### config.mk
export PLATFORM = sky130hd
export DESIGN_NAME = i2s_tx_multi
export DESIGN_NICKNAME = d
export VERILOG_FILES = /design/src/rtl/i2s_tx_multi.sv
export SDC_FILE = /design/constraint.sdc
export NUM_CORES = 1
export LEC_CHECK = 0
export ABC_AREA = 0
export BUFFER_PORTS_ARGS = -buffer_cell sky130_fd_sc_hd__buf_2
export CAP_MARGIN = 20
export CELL_PAD_IN_SITES_DETAIL_PLACEMENT = 0
export CELL_PAD_IN_SITES_GLOBAL_PLACEMENT = 1
export CORE_MARGIN = 2
export CORE_UTILIZATION = 48
export CTS_CLUSTER_DIAMETER = 200
export DETAILED_ROUTE_END_ITERATION = 8
export PLACE_DENSITY_LB_ADDON = 0.08
export SLEW_MARGIN = 5
export SYNTH_ARGS = -nofsm -noshare
export SYNTH_HDL_FRONTEND = slang
export SYNTH_SLANG_ARGS = --single-unit
### constraint.sdc
create_clock -name CLK -period 3.7 [get_ports CLK]
set_input_delay 0.37 -clock CLK [delete_from_list [all_inputs] [get_ports CLK]]
set_output_delay 0.37 -clock CLK [all_outputs]
set_load 0.01 [all_outputs]
### src/rtl/i2s_tx_multi.sv
// rtl/i2s_tx_multi.sv - parametrised I2S / left-justified / TDM audio serial transmitter
// Derives SCLK/LRCLK from MCLK, prefetches one FIFO sample per slot and shifts it MSB-first onto DIN.
module i2s_tx_multi #(
   parameter int WIDTH     = 16,
   parameter int SLOT_BITS = 32,
   parameter int CHANNELS  = 2,
   parameter int MCLK_DIV  = 4,
   parameter int MODE      = 0,
   parameter int HOLD_LAST = 0
) (
   input  logic             CLK,
   input  logic             RESET,
   input  logic             ENABLE,
   input  logic [WIDTH-1:0] AUDIO,
   input  logic             FIFO_EMPTY,
   output logic             FIFO_READ,
   output logic             SCLK,
   output logic             LRCLK,
   output logic             DIN,
   output logic             UNDERRUN,
   output logic [15:0]      UNDERRUN_CNT
);

   localparam int DW  = $clog2(MCLK_DIV);
   localparam int BW  = $clog2(SLOT_BITS);
   localparam int SW  = (CHANNELS > 1) ? $clog2(CHANNELS) : 1;
   localparam int IW  = (WIDTH > 1) ? $clog2(WIDTH) : 1;
   localparam int OFF = (MODE == 0) ? 1 : 0;

   localparam logic [0:0]    ST_IDLE   = 1'b0;
   localparam logic [0:0]    ST_RUN    = 1'b1;
   localparam logic [DW-1:0] DIV_LAST  = DW'(MCLK_DIV - 1);
   localparam logic [DW-1:0] DIV_HALF  = DW'(MCLK_DIV / 2);
   localparam logic [BW-1:0] BIT_LAST  = BW'(SLOT_BITS - 1);
   localparam logic [BW-1:0] BIT_FETCH = BW'(SLOT_BITS - 2);
   localparam logic [SW-1:0] SLOT_LAST = SW'(CHANNELS - 1);

   logic [0:0]       state;
   logic [DW-1:0]    div_cnt;
   logic [BW-1:0]    bit_cnt;
   logic [SW-1:0]    slot;
   logic [WIDTH-1:0] cur_word;
   logic [WIDTH-1:0] nxt_word;
   logic [WIDTH-1:0] last_word [CHANNELS];
   logic             cap_pend;
   logic             cap_first;
   logic [SW-1:0]    cap_slot;
   logic             wrap_skip;

   logic             run;
   logic             div_wrap;
   logic             bit_wrap;
   logic             frame_end;
   logic             fetch_pt;
   logic             wrap_fetch;
   logic             start;
   logic             fetch;
   logic [SW-1:0]    next_slot;
   logic [SW-1:0]    fetch_slot;
   logic [WIDTH-1:0] hold_val;
   logic [WIDTH-1:0] word_now;
   logic             lr_nxt;
   logic             din_nxt;
   int               bit_pos;

   assign run        = (state == ST_RUN);
   assign div_wrap   = (div_cnt == DIV_LAST);
   assign bit_wrap   = (bit_cnt == BIT_LAST);
   assign frame_end  = run && div_wrap && bit_wrap && (slot == SLOT_LAST);
   assign fetch_pt   = run && (div_cnt == '0) && (bit_cnt == BIT_FETCH);
   assign wrap_fetch = fetch_pt && (slot == SLOT_LAST);
   assign start      = !run && ENABLE;
   // A frame-wrap fetch is skipped once ENABLE drops so no sample is popped for a frame that will not run.
   assign fetch      = start || (fetch_pt && (!wrap_fetch || ENABLE));
   assign next_slot  = (slot == SLOT_LAST) ? '0 : slot + SW'(1);
   assign fetch_slot = start ? '0 : next_slot;
   assign hold_val   = (HOLD_LAST != 0) ? last_word[fetch_slot] : '0;
   assign FIFO_READ  = !RESET && fetch && !FIFO_EMPTY;
   // The first slot after IDLE is served straight from AUDIO while it is being captured.
   assign word_now   = (cap_pend && cap_first) ? AUDIO : cur_word;
   assign lr_nxt     = run && ((CHANNELS == 2) ? (slot == SW'(1))
                                               : ((slot == '0) && (bit_cnt == '0)));

   always_comb begin
      din_nxt = 1'b0;
      bit_pos = int'(bit_cnt) - OFF;
      if (bit_pos >= 0 && bit_pos < WIDTH)
         din_nxt = word_now[IW'(WIDTH - 1 - bit_pos)];
   end

   always_ff @(posedge CLK) begin
      if (RESET) begin
         state        <= ST_IDLE;
         div_cnt      <= '0;
         bit_cnt      <= '0;
         slot         <= '0;
         cur_word     <= '0;
         nxt_word     <= '0;
         for (int c = 0; c < CHANNELS; c++) last_word[c] <= '0;
         cap_pend     <= 1'b0;
         cap_first    <= 1'b0;
         cap_slot     <= '0;
         wrap_skip    <= 1'b0;
         SCLK         <= 1'b0;
         LRCLK        <= 1'b0;
         DIN          <= 1'b0;
         UNDERRUN     <= 1'b0;
         UNDERRUN_CNT <= '0;
      end else begin
         cap_pend  <= FIFO_READ;
         cap_first <= start;
         cap_slot  <= fetch_slot;
         UNDERRUN  <= fetch && FIFO_EMPTY;

         if (cap_pend) begin
            last_word[cap_slot] <= AUDIO;
            if (cap_first) cur_word <= AUDIO;
            else           nxt_word <= AUDIO;
         end
         if (fetch && FIFO_EMPTY) begin
            if (start) cur_word <= hold_val;
            else       nxt_word <= hold_val;
            if (UNDERRUN_CNT != '1) UNDERRUN_CNT <= UNDERRUN_CNT + 16'd1;
         end
         if (wrap_fetch && !ENABLE) wrap_skip <= 1'b1;

         SCLK  <= run && (div_cnt >= DIV_HALF);
         LRCLK <= lr_nxt;
         if (!run)                DIN <= 1'b0;
         else if (div_cnt == '0)  DIN <= din_nxt;

         if (!run) begin
            div_cnt   <= '0;
            bit_cnt   <= '0;
            slot      <= '0;
            wrap_skip <= 1'b0;
            if (ENABLE) state <= ST_RUN;
         end else begin
            div_cnt <= div_wrap ? '0 : div_cnt + DW'(1);
            if (div_wrap) begin
               bit_cnt <= bit_wrap ? '0 : bit_cnt + BW'(1);
               if (bit_wrap) begin
                  slot     <= next_slot;
                  cur_word <= nxt_word;
               end
            end
            // A skipped wrap fetch forces a pass through IDLE so the restart refetches slot 0.
            if (frame_end && (!ENABLE || wrap_skip)) begin
               state     <= ST_IDLE;
               wrap_skip <= 1'b0;
            end
         end
      end
   end

endmodule

# After elaboration in Yosys (flattened, before gate mapping)
# Index checks and enable logic that the tools add are counted.
[op_classes] bitwise_logic=1 reduce_logical=31 addsub=6 magnitude_cmp=4 eq_ne=4 muxes=21
[op_table] cell="$mux 16" n=12
[op_table] cell="$logic_and 1x1->1" n=17
[op_table] cell="$add 16x1->16 const B" n=1
[op_table] cell="$ne 16x16->1 const B" n=1
[op_table] cell="$eq 5x5->1 const B" n=2
[op_table] cell="$mux 1" n=7
[op_table] cell="$ge 6x1->1 const B" n=1
[op_table] cell="$lt 4x6->1 const B" n=1
[op_table] cell="$lt 6x6->1 const B" n=1
[op_table] cell="$reduce_or 3->1" n=2
[op_table] cell="$sub 5x1->6 const B" n=1
[op_table] cell="$add 5x1->5 const B" n=1
[op_table] cell="$logic_not 1->1" n=5
[op_table] cell="$mux 5" n=1
[op_table] cell="$bmux 1 s4" n=1
[op_table] cell="$reduce_and 2->1" n=2
[op_table] cell="$sub 1x4->4 const A" n=1
[op_table] cell="$logic_or 1x1->1" n=3
[op_table] cell="$add 2x1->2 const B" n=1
[op_table] cell="$eq 2x2->1 const B" n=1
[op_table] cell="$ge 2x2->1 const B" n=1
[op_table] cell="$logic_not 2->1" n=1
[op_table] cell="$reduce_or 2->1" n=1
[op_table] cell="$add 1x1->1 const B" n=1
[op_table] cell="$not 1->1" n=1
[word_totals] register_bits=64 in_bits=20

# Longest topological paths before layout
# Gate-level depths: netlist of run 1.
[depth] ltp_word=13 ltp_mapped=10

# Worst setup path before layout of run 1
# Ideal clock, no wire load.
[synth_timing] kind="register -> output" start="reg bit_cnt[0]" end="out FIFO_READ" arrival_ns=1.922 slack_ns=1.408 t_required_ns=3.330 path_stages_with_launch=10 cell_sequence="dfxtp_1 buf_2 inv_1 ha_1 nand2_1 or3_4 a2bb2oi_2 buf_6 buf_2 nor3_1"
[synth_between] elab_chain_cells=9
[synth_rtl] element="from (decl)" line="40" rtl="logic [BW-1:0] bit_cnt;"
[synth_rtl] element="from (signal assigned)" line="141" rtl="bit_cnt <= bit_wrap ? '0 : bit_cnt + BW'(1);"
[synth_rtl] element="$eq 5x5->1 (*)" line="70" rtl="assign fetch_pt = run && (div_cnt == '0) && (bit_cnt == BIT_FETCH);"
[synth_rtl] element="$logic_and 1x1->1 (*)" line="70"
[synth_rtl] element="$logic_and 1x1->1" line="71" rtl="assign wrap_fetch = fetch_pt && (slot == SLOT_LAST);"
[synth_rtl] element="$logic_not 1->1" line="74" rtl="assign fetch = start || (fetch_pt && (!wrap_fetch || ENABLE));"
[synth_rtl] element="$logic_or 1x1->1" line="74"
[synth_rtl] element="$logic_and 1x1->1 (*)" line="74"
[synth_rtl] element="$logic_or 1x1->1 (*)" line="74"
[synth_rtl] element="$logic_and 1x1->1 (*) (2 in series)" line="78" rtl="assign FIFO_READ = !RESET && fetch && !FIFO_EMPTY;"
[synth_rtl] element="to (decl)" line="16" rtl="output logic FIFO_READ,"
# Mark *: on every way between the ends. The rest lies on a longest branch, timed or not.

# Final worst setup path of run 1
# Ends and elaborated chain as after synthesis.

==> results of run 1 <==
## cell type report
cell class / count / area (sq um) / area share
clock inverter: 3 / 65.06 / 0.01736
timing repair buffer: 47 / 252.7 / 0.06742
multi-input combinational: 265 / 1867 / 0.4980
clock buffer: 13 / 148.9 / 0.03972
inverter: 9 / 33.78 / 0.009012
sequential: 64 / 1281 / 0.3418
tap: 80 / 100.1 / 0.02670
## synthesized netlist by cell type, types with 8 or more instances
| library cell | number | share of area |
|---|---|---|
| a22oi_1 | 16 | 0.036 |
| o31ai_1 | 9 | 0.020 |
| nand2_1 | 44 | 0.050 |
| a21oi_1 | 26 | 0.039 |
| inv_1 | 9 | 0.010 |
| nor2_1 | 38 | 0.043 |
| mux2_2 | 18 | 0.061 |
| nand3_1 | 8 | 0.012 |
| nand4_1 | 8 | 0.015 |
| clkbuf_1 | 13 | 0.015 |
| ha_1 | 8 | 0.030 |
| dfxtp_1 | 64 | 0.39 |
| or4_1 | 8 | 0.018 |
## registers in the layout, indices dropped and copies added (netlist names)
signal        cells
SCLK              1
cur_word         16
cap_pend          1
run               1
div_cnt           2
cap_first         1
UNDERRUN          1
nxt_word         16
slot              1
LRCLK             1
UNDERRUN_CNT     16
wrap_skip         1
bit_cnt           5
DIN               1
## worst max-delay path by stage
stage	end	slack, ns	cells past startpoint
after floorplan	FIFO_READ	1.41	9
after global placement	UNDERRUN_CNT[9]$_SDFFE_PP0P_	1.37	8
after detailed placement	UNDERRUN_CNT[8]$_SDFFE_PP0P_	1.31	8
after CTS	FIFO_READ	1.03	8
after global routing	FIFO_READ	0.90	8
final	FIFO_READ	1.07	8
## metal layers
layer	routed length, um	GRT usage	vias up
met1	3597	0.2907	1293
met3	246	0.03318	11
met2	3524	0.3345	49
met4	152	0.09801	0
li1	-	-	1388
met5	0	0	-
## report_power, final
part	switching, mW	leakage (nW)	internal (mW)
Combinational	0.0641	0.837	0.0338
Sequential	0.00819	0.517	0.700
Clock	0.263	0.108	0.398
## metrics by stage
step	instances	area, sq um	util	total power [mW]
finish	481	3749	0.5579	1.467
global route	481	3749	0.5579	1.521
floorplan	361	3298	-	0.7848
global placement	465	3535	0.5261	0.8216
CTS	481	3749	0.5579	1.480
detailed placement	465	3535	0.5261	0.8234
## worst max-delay path, cell delays in order, from the launching register on
cell       delay, ns
dfxtp_1         0.42
inv_1           0.24
ha_1            0.18
nand2_1         0.06
or3_4           0.36
a2bb2oi_2       0.14
buf_4           0.23
nor3_1          0.14
buf_2           0.15
## kinds of logic (layout without fill, tap and decap cells)
| family | Yosys count | count (layout) | synth area share |
|---|---|---|---|
| DFF | 64 | 64 | 0.3885 |
| and+or+nand+nor | 145 | 145 | 0.2345 |
| xor gates and xnor gates | 7 | 7 | 0.01859 |
| adders and majority gates | 8 | 8 | 0.03035 |
| muxes | 33 | 33 | 0.1362 |
| AOI/OAI and AO/OA | 72 | 72 | 0.1464 |
| buffers and inverters | 32 | 72 | 0.04552 |
==> impl_metrics.toml, run 1 <==
[sta]
hold_violations = 0
finalCritPeriodShare = 0.7113
tns_ns = 0
min_period_ns = 2.632
rsz0062_at_grt = "false"
fin_skew_ns = 0.01155
holdWs_ns = 0.2814
worst_pin_slew_ns = 0.7543
setup_ws_ns = 1.068
setup_viol = 0
slew_violations = 0
slew_headroom = 0.4966
max_freq_ghz = 0.3800

[clocking]
cts-root-buf = "clkbuf_8"
post_cts.repair.setup_buffers = 0
cts.clk_slew.worst_paths_ns = 0.07
clock_latency_ns = 0.34
ctsHoldBuffers = 0
h-tree-depth = 3
cts_made_buffers = 9
clock-sinks = 64
cts_resized = 0
cts_tree = "yes"
cts_max_path_buffers = 2

[route]
drtAntennaViolNets = 0
drt_iter0_drc = 142
wl_per_cell_um = 15.64
via_count = 2741
drcViolationCount = 0
finalWirelength_mm = 7.521
via_per_inst = 5.699
firstDrtPassIters = 4

[final_layout]
num-fill-cells = 628
n_antenna_cell = 0
final_common_cell = "dfxtp_1"
layout_common_cells = "dfxtp_1 (64), nand2_1 (44), buf_2 (40), nor2_1 (38), a21oi_1 (26)"
syn2layout_area_growth_pct = 13.66
drive_above_1_share = 0.2344
nets = 424

[min_path]
hold_path_depth = 3
min_to = "nxt_word[6]$_SDFF_PP0_"
holdCritPathClass = "input port to flop"
holdCritStartpoint = "AUDIO[6]"

[synth]
async_reset_ff_frac = 0
synth_area_sq_um = 3298
synth_edf_count = 0
syn_nets = 389
ys.flop_type = "dfxtp_1"
synth_warnings = 0
synth-seq-area-share = 0.3885
ys_seq_elements = 64
avgSynthCellArea_sq_um = 9.136
synthDistinctLibCells = 57
syn-instance-count = 361

[die]
die-height_um = 86.89
core_area_sq_um = 6719
ios = 41
initial_core_util = 0.4909
die-area_sq_um = 7550
die_w_um = 86.89
std_cell_rows = 30

[global_routing]
grt_pass1_vias = 2506
grt-ovfl-total = 0
grtUsageTotal = 0.2138
grt_max_degree = 27
antenna_found_initial = 0
grt_pass1_wl_mm = 12.50

[setup_path]
rr_startpoint = "bit_cnt[0]$_SDFFE_PP0N_"
crit_path_start_kind = "flop"
cp.required_ns = 3.33
cp-end-kind = "output pin"
cp_max_fo = 26
worstSetupStartpoint = "bit_cnt[0]$_SDFFE_PP0N_"
reg2reg_to = "UNDERRUN_CNT[4]$_SDFFE_PP0P_"
critPathKind = "flop to output pin"
timing.reg2reg.setup_slack_ns = 1.33
cp.arrival_ns = 2.26
r2r_cells = 8

[placed_design]
place.port_buffers = 40
dp_hpwl_mm = 5.148
place_ws_ns = 1.312
gp_congestion = 0.7428

[pwr]
p_leak_nw = 1.462
power.density_nw_per_um2 = 391.4
vdd_drop_max_mv = 0.2908

[status]
status = "finished, final reports clean"

[flow_run]
cap_violations = 0
(Power assumes the default switching activity.)
==> run 2: changes to the inputs <==
- ABC_AREA: 0 -> 1
- CORE_UTILIZATION: 48 -> 42
- clock period: 3.7 -> 2.7 ns (I/O delays scaled with it)
==> impl_metrics.toml, run 2 <==
[status]
status = "finished, final reports clean"

[final_layout]
syn2layout_area_growth_pct = 13.57
final_util = 0.4876
fin_cells = 608
final_common_cell = "nand2_1"
num-fill-cells = 825
nets = 529
drive_above_1_share = 0.1621
top_regs = "UNDERRUN_CNT (16), cur_word (16), nxt_word (16)"
layout_common_cells = "nand2_1 (97), dfxtp_1 (64), inv_1 (57), nand3_1 (48), nor2_1 (42)"
n_antenna_cell = 0

[synth]
synth_warnings = 0
synthDistinctLibCells = 29
synth_area_leaders = "dfxtp_1 (39%), nand2_1 (11%), nand3_1 (7.3%), inv_1 (6.5%), a21oi_1 (5.2%)"
synth-seq-area-share = 0.3882
synth_most_common_cell = "nand2_1"
syn-instance-count = 465
synth_area_sq_um = 3301
avgSynthCellArea_sq_um = 7.098
yosys.area.top_type = "dfxtp_1"
syn_nets = 493
synth_edf_count = 0
synth_common_cells = "nand2_1 (97), dfxtp_1 (64), inv_1 (57), nand3_1 (48), nor2_1 (42)"
ys_seq_elements = 64
yosysTopAreaCellShare = 0.3882
ys.flop_type = "dfxtp_1"
async_reset_ff_frac = 0

[route]
dr_wl_met2_mm = 3.521
via_count = 3063
wl_met1_mm = 4.351
dr.max_layer_used = "met4"
finalWirelength_mm = 8.296
drt_iter0_drc = 100
wl_per_cell_um = 13.64
firstDrtPassIters = 4
via_per_inst = 5.038
met3WireLength_um = 292
drcViolationCount = 0
drtAntennaViolNets = 0

[placed_design]
place_ws_ns = 0.5667
place.port_buffers = 40
placed_cells = 592
dp_hpwl_mm = 5.679
gp_congestion = 0.8365

[die]
std_cell_rows = 32
initial_core_util = 0.4294
die-height_um = 92.65
die-area_sq_um = 8584
die_w_um = 92.65
core_area_sq_um = 7687
ios = 41

[setup_path]
crit_path_start_kind = "flop"
cp-end-kind = "output pin"
cp.required_ns = 2.43
worstPathCellList = "inv_1 > ha_1 > nand4_1 > nor2_1 > nand3_1 > nand2_1 > nand2_2 > nand2_1 > nor2_1 > buf_2"
cp_num_buf_inv = 2
cpPeakStageDelay_ns = 0.60
critPathKind = "flop to output pin"
cp_max_fo = 11
cp_slowest_cell = "dfxtp_1"
cp.arrival_ns = 2.09
cp_top_family = "simple AND/OR/NAND/NOR gates"

[clocking]
clock_latency_ns = 0.34
cts_max_path_buffers = 2
cts_made_buffers = 9
cts.clk_slew.worst_paths_ns = 0.07
cts-root-buf = "clkbuf_8"
cts_tree = "yes"
ctsHoldBuffers = 0
cts_resized = 0
post_cts.repair.setup_buffers = 0
clock-sinks = 64
h-tree-depth = 3

[global_routing]
grt-ovfl-total = 0
antenna_found_initial = 0
grtUsageTotal = 0.2082
grt_max_degree = 25
grt_pass1_vias = 2938
grt_pass1_wl_mm = 14.29

[sta]
tns_ns = 0
worst_pin_slew_ns = 0.7408
slew_headroom = 0.5049
max_freq_ghz = 0.4235
finalCritPeriodShare = 0.8746
fin_skew_ns = 0.007169
min_period_ns = 2.361
setup_ws_ns = 0.3387
hold_violations = 0
slew_violations = 0
rsz0062_at_grt = "false"
setup_viol = 0
holdWs_ns = 0.2111

[min_path]
holdCritPathClass = "input port to flop"

[pwr]
power.density_nw_per_um2 = 522.7
vdd_drop_max_mv = 0.2412
p_leak_nw = 1.609

[flow_run]
cap_violations = 0
==> run 2: area by class of cell <==
type                            count  area (sq um)  share of cell area
Clock buffer                       11         141.4             0.03772
Clock inverter                      5         56.30             0.01502
Inverter                           57         214.0             0.05708
Multi-Input combinational cell    323          1683              0.4489
Sequential cell                    64          1281              0.3418
Tap cell                          102         127.6             0.03405
Timing Repair Buffer               46         245.2             0.06542
==> run 2: per-layer routing <==
| metal | up-vias | GRT usage |
|---|---|---|
| met2 | 57 | 0.3120 |
| li1 | 1584 | - |
| met3 | 11 | 0.03011 |
| met4 | 0 | 0.08211 |
| met5 | - | 0 |
| met1 | 1411 | 0.3011 |
==> run 2: final timing paths <==
path | start | end | slack, ns | cells past startpoint
setup reg to reg | bit_cnt[0]$_SDFFE_PP0N_ | nxt_word[9]$_SDFF_PP0_ | 0.56 | 10
setup / recovery | bit_cnt[0]$_SDFFE_PP0N_ | FIFO_READ | 0.34 | 10
hold / removal | AUDIO[2] | nxt_word[2]$_SDFF_PP0_ | 0.21 | 3
hold reg to reg | nxt_word[4]$_SDFF_PP0_ | cur_word[4]$_SDFF_PP0_ | 0.46 | 2
==> run 2: power by group <==
part	leakage, nW	internal (mW)	switching, mW
clock network	0.0993	0.450	0.386
registers	0.518	0.964	0.0122
logic	0.992	0.0468	0.101
==> run 2: worst register-to-register path, delay by kind of cell, from the launching register on <==
family          cells  cell delay (ns)
fa+ha+maj           1             0.22
compound gates      1             0.43
flops               1             0.60
simple gates        7             0.64
buf+inv             1             0.12
==> run 2: metrics by stage <==
step / power [mW] / cell area (sq um)
2_1_floorplan: 1.100 / 3301
3_3_place_gp: 1.145 / 3551
3_5_place_dp: 1.146 / 3551
4_1_cts: 1.983 / 3749
5_1_grt: 2.050 / 3749
6_report: 1.959 / 3749
==> run 2: cell families (layout without fill, tap and decap cells) <==
logic type / after synthesis / count (layout) / synth area share
simple gates: 223 / 223 / 0.3029
buf+inv: 78 / 119 / 0.1020
xor+xnor: 14 / 14 / 0.03715
flops: 64 / 64 / 0.3882
compound gates: 78 / 78 / 0.1395
fa+ha+maj: 8 / 8 / 0.03033
==> run 3: changes to the inputs <==
- CORE_UTILIZATION: 42 -> 45
- clock period: 2.7 -> 3 ns (I/O delays scaled with it)
==> impl_metrics.toml, run 3 (synthesized netlist as in run 2, its figures left out) <==
[clocking]
h-tree-depth = 3
cts.clk_slew.worst_paths_ns = 0.07
cts-root-buf = "clkbuf_8"
clock-sinks = 64
ctsHoldBuffers = 0
cts_made_buffers = 9
post_cts.repair.setup_buffers = 0
cts_resized = 0
cts_tree = "yes"
clock_latency_ns = 0.34
cts_max_path_buffers = 2

[global_routing]
grt-ovfl-total = 0
grt_pass1_vias = 2876
antenna_found_initial = 0
grt_pass1_wl_mm = 13.72
grtUsageTotal = 0.2210
grt_max_degree = 26

[route]
via_count = 3002
firstDrtPassIters = 4
via_per_inst = 4.995
drt_iter0_drc = 151
wl_per_cell_um = 13.49
finalWirelength_mm = 8.106
drcViolationCount = 0
drtAntennaViolNets = 0

[final_layout]
syn2layout_area_growth_pct = 13.31
layout_common_cells = "nand2_1 (97), dfxtp_1 (64), inv_1 (57), nand3_1 (48), nor2_1 (42)"
top_regs = "UNDERRUN_CNT (16), cur_word (16), nxt_word (16)"
nets = 527
fin_cells = 601
final_common_cell = "nand2_1"
fin_area_sq_um = 3740
n_antenna_cell = 0
drive_above_1_share = 0.1574

[min_path]
holdCritPathClass = "input port to flop"
min_to = "nxt_word[3]$_SDFF_PP0_"
hold_path_depth = 3
holdCritStartpoint = "AUDIO[3]"

[placed_design]
place.port_buffers = 40
gp_congestion = 0.8205
place_area_sq_um = 3532
dp_hpwl_mm = 5.503
placed_cells = 587
place_ws_ns = 0.8933

[die]
die_w_um = 89.65
initial_core_util = 0.4600
ios = 41
core_area_sq_um = 7176
std_cell_rows = 31
die-height_um = 89.65
die-area_sq_um = 8036

[sta]
max_freq_ghz = 0.4149
hold_violations = 0
worst_pin_slew_ns = 0.7594
slew_headroom = 0.4925
rsz0062_at_grt = "false"
finalCritPeriodShare = 0.8033
min_period_ns = 2.410
setup_viol = 0
slew_violations = 0
fin_skew_ns = 0.01031
tns_ns = 0
setup_ws_ns = 0.5900

[setup_path]
worstPathCellList = "inv_1 > ha_1 > nand4_1 > nor2_1 > nand3_1 > nand2_1 > nand2_2 > nand2_1 > nor2_1 > buf_2"
cp.arrival_ns = 2.11
cp.required_ns = 2.70
timing.reg2reg.setup_slack_ns = 0.88
reg2reg_to = "nxt_word[10]$_SDFF_PP0_"
rr_startpoint = "bit_cnt[0]$_SDFFE_PP0N_"
crit_path_start_kind = "flop"
cpPeakStageDelay_ns = 0.34
cp_max_fo = 13
critPathKind = "flop to output pin"
cp-end-kind = "output pin"
r2r_cells = 9
cp_slowest_cell = "dfxtp_1"

[pwr]
p_leak_nw = 1.609
vdd_drop_max_mv = 0.2268
power.density_nw_per_um2 = 487.1

[flow_run]
cap_violations = 0

[status]
status = "finished, final reports clean"
-- run 3: cell types whose count changed in the layout (fill, tap and decap cells not counted) --
cell        change
bufinv_16       +1
clkinv_4        -1
clkbuf_1        -1
clkinvlp_4      -1
buf_4           -2
-- run 3: worst max-delay path by stage --
stage                     slack (ns)  cells after the start               startpoint                      end
after floorplan                 1.13                     13  bit_cnt[0]$_SDFFE_PP0N_  nxt_word[11]$_SDFF_PP0_
after global placement          0.97                      9  bit_cnt[0]$_SDFFE_PP0N_   nxt_word[9]$_SDFF_PP0_
after detailed placement        0.89                      9  bit_cnt[0]$_SDFFE_PP0N_  nxt_word[10]$_SDFF_PP0_
after CTS                       0.58                     10  bit_cnt[0]$_SDFFE_PP0N_                FIFO_READ
after global routing            0.37                     10  bit_cnt[0]$_SDFFE_PP0N_                FIFO_READ
final                           0.59                     10  bit_cnt[0]$_SDFFE_PP0N_                FIFO_READ
-- run 3: per-layer routing --
layer  part of all wire  track usage
met4              0.014      0.08548
met1               0.49       0.3106
met2               0.45       0.3402
met5                  0            0
met3              0.041      0.03473
-- run 3: per-stage QoR --
step	util	power, mW	hold WS (ns)
finish	0.5212	1.822	0.2536
global route	0.5212	1.901	0.2436
CTS	0.5212	1.842	0.2354
detailed placement	0.4922	1.028	0.4402
global placement	0.4922	1.026	0.4361
floorplan	-	0.9897	0.3724
-- run 3: cell type report --
type	instances	area, sq um
Timing Repair Buffer	44	230.2
Tap cell	99	123.9
Sequential cell	64	1281
Fill cell	742	3436
Clock buffer	10	137.6
Multi-Input combinational cell	323	1683
Inverter	57	214.0
Clock inverter	4	70.07
-- run 3: report_power, final --
part | switching [mW] | internal, mW | leakage [nW]
sequential | 0.0106 | 0.867 | 0.518
combinational | 0.0896 | 0.0403 | 0.984
clock | 0.335 | 0.479 | 0.108
total | 0.435 | 1.39 | 1.61
-- run 3: worst max-delay path: cells and delay by family (launching register included) --
family	cells	cell delay, ns
buf+inv	2	0.48
simple gates	7	0.75
flops	1	0.34
fa+ha+maj	1	0.22
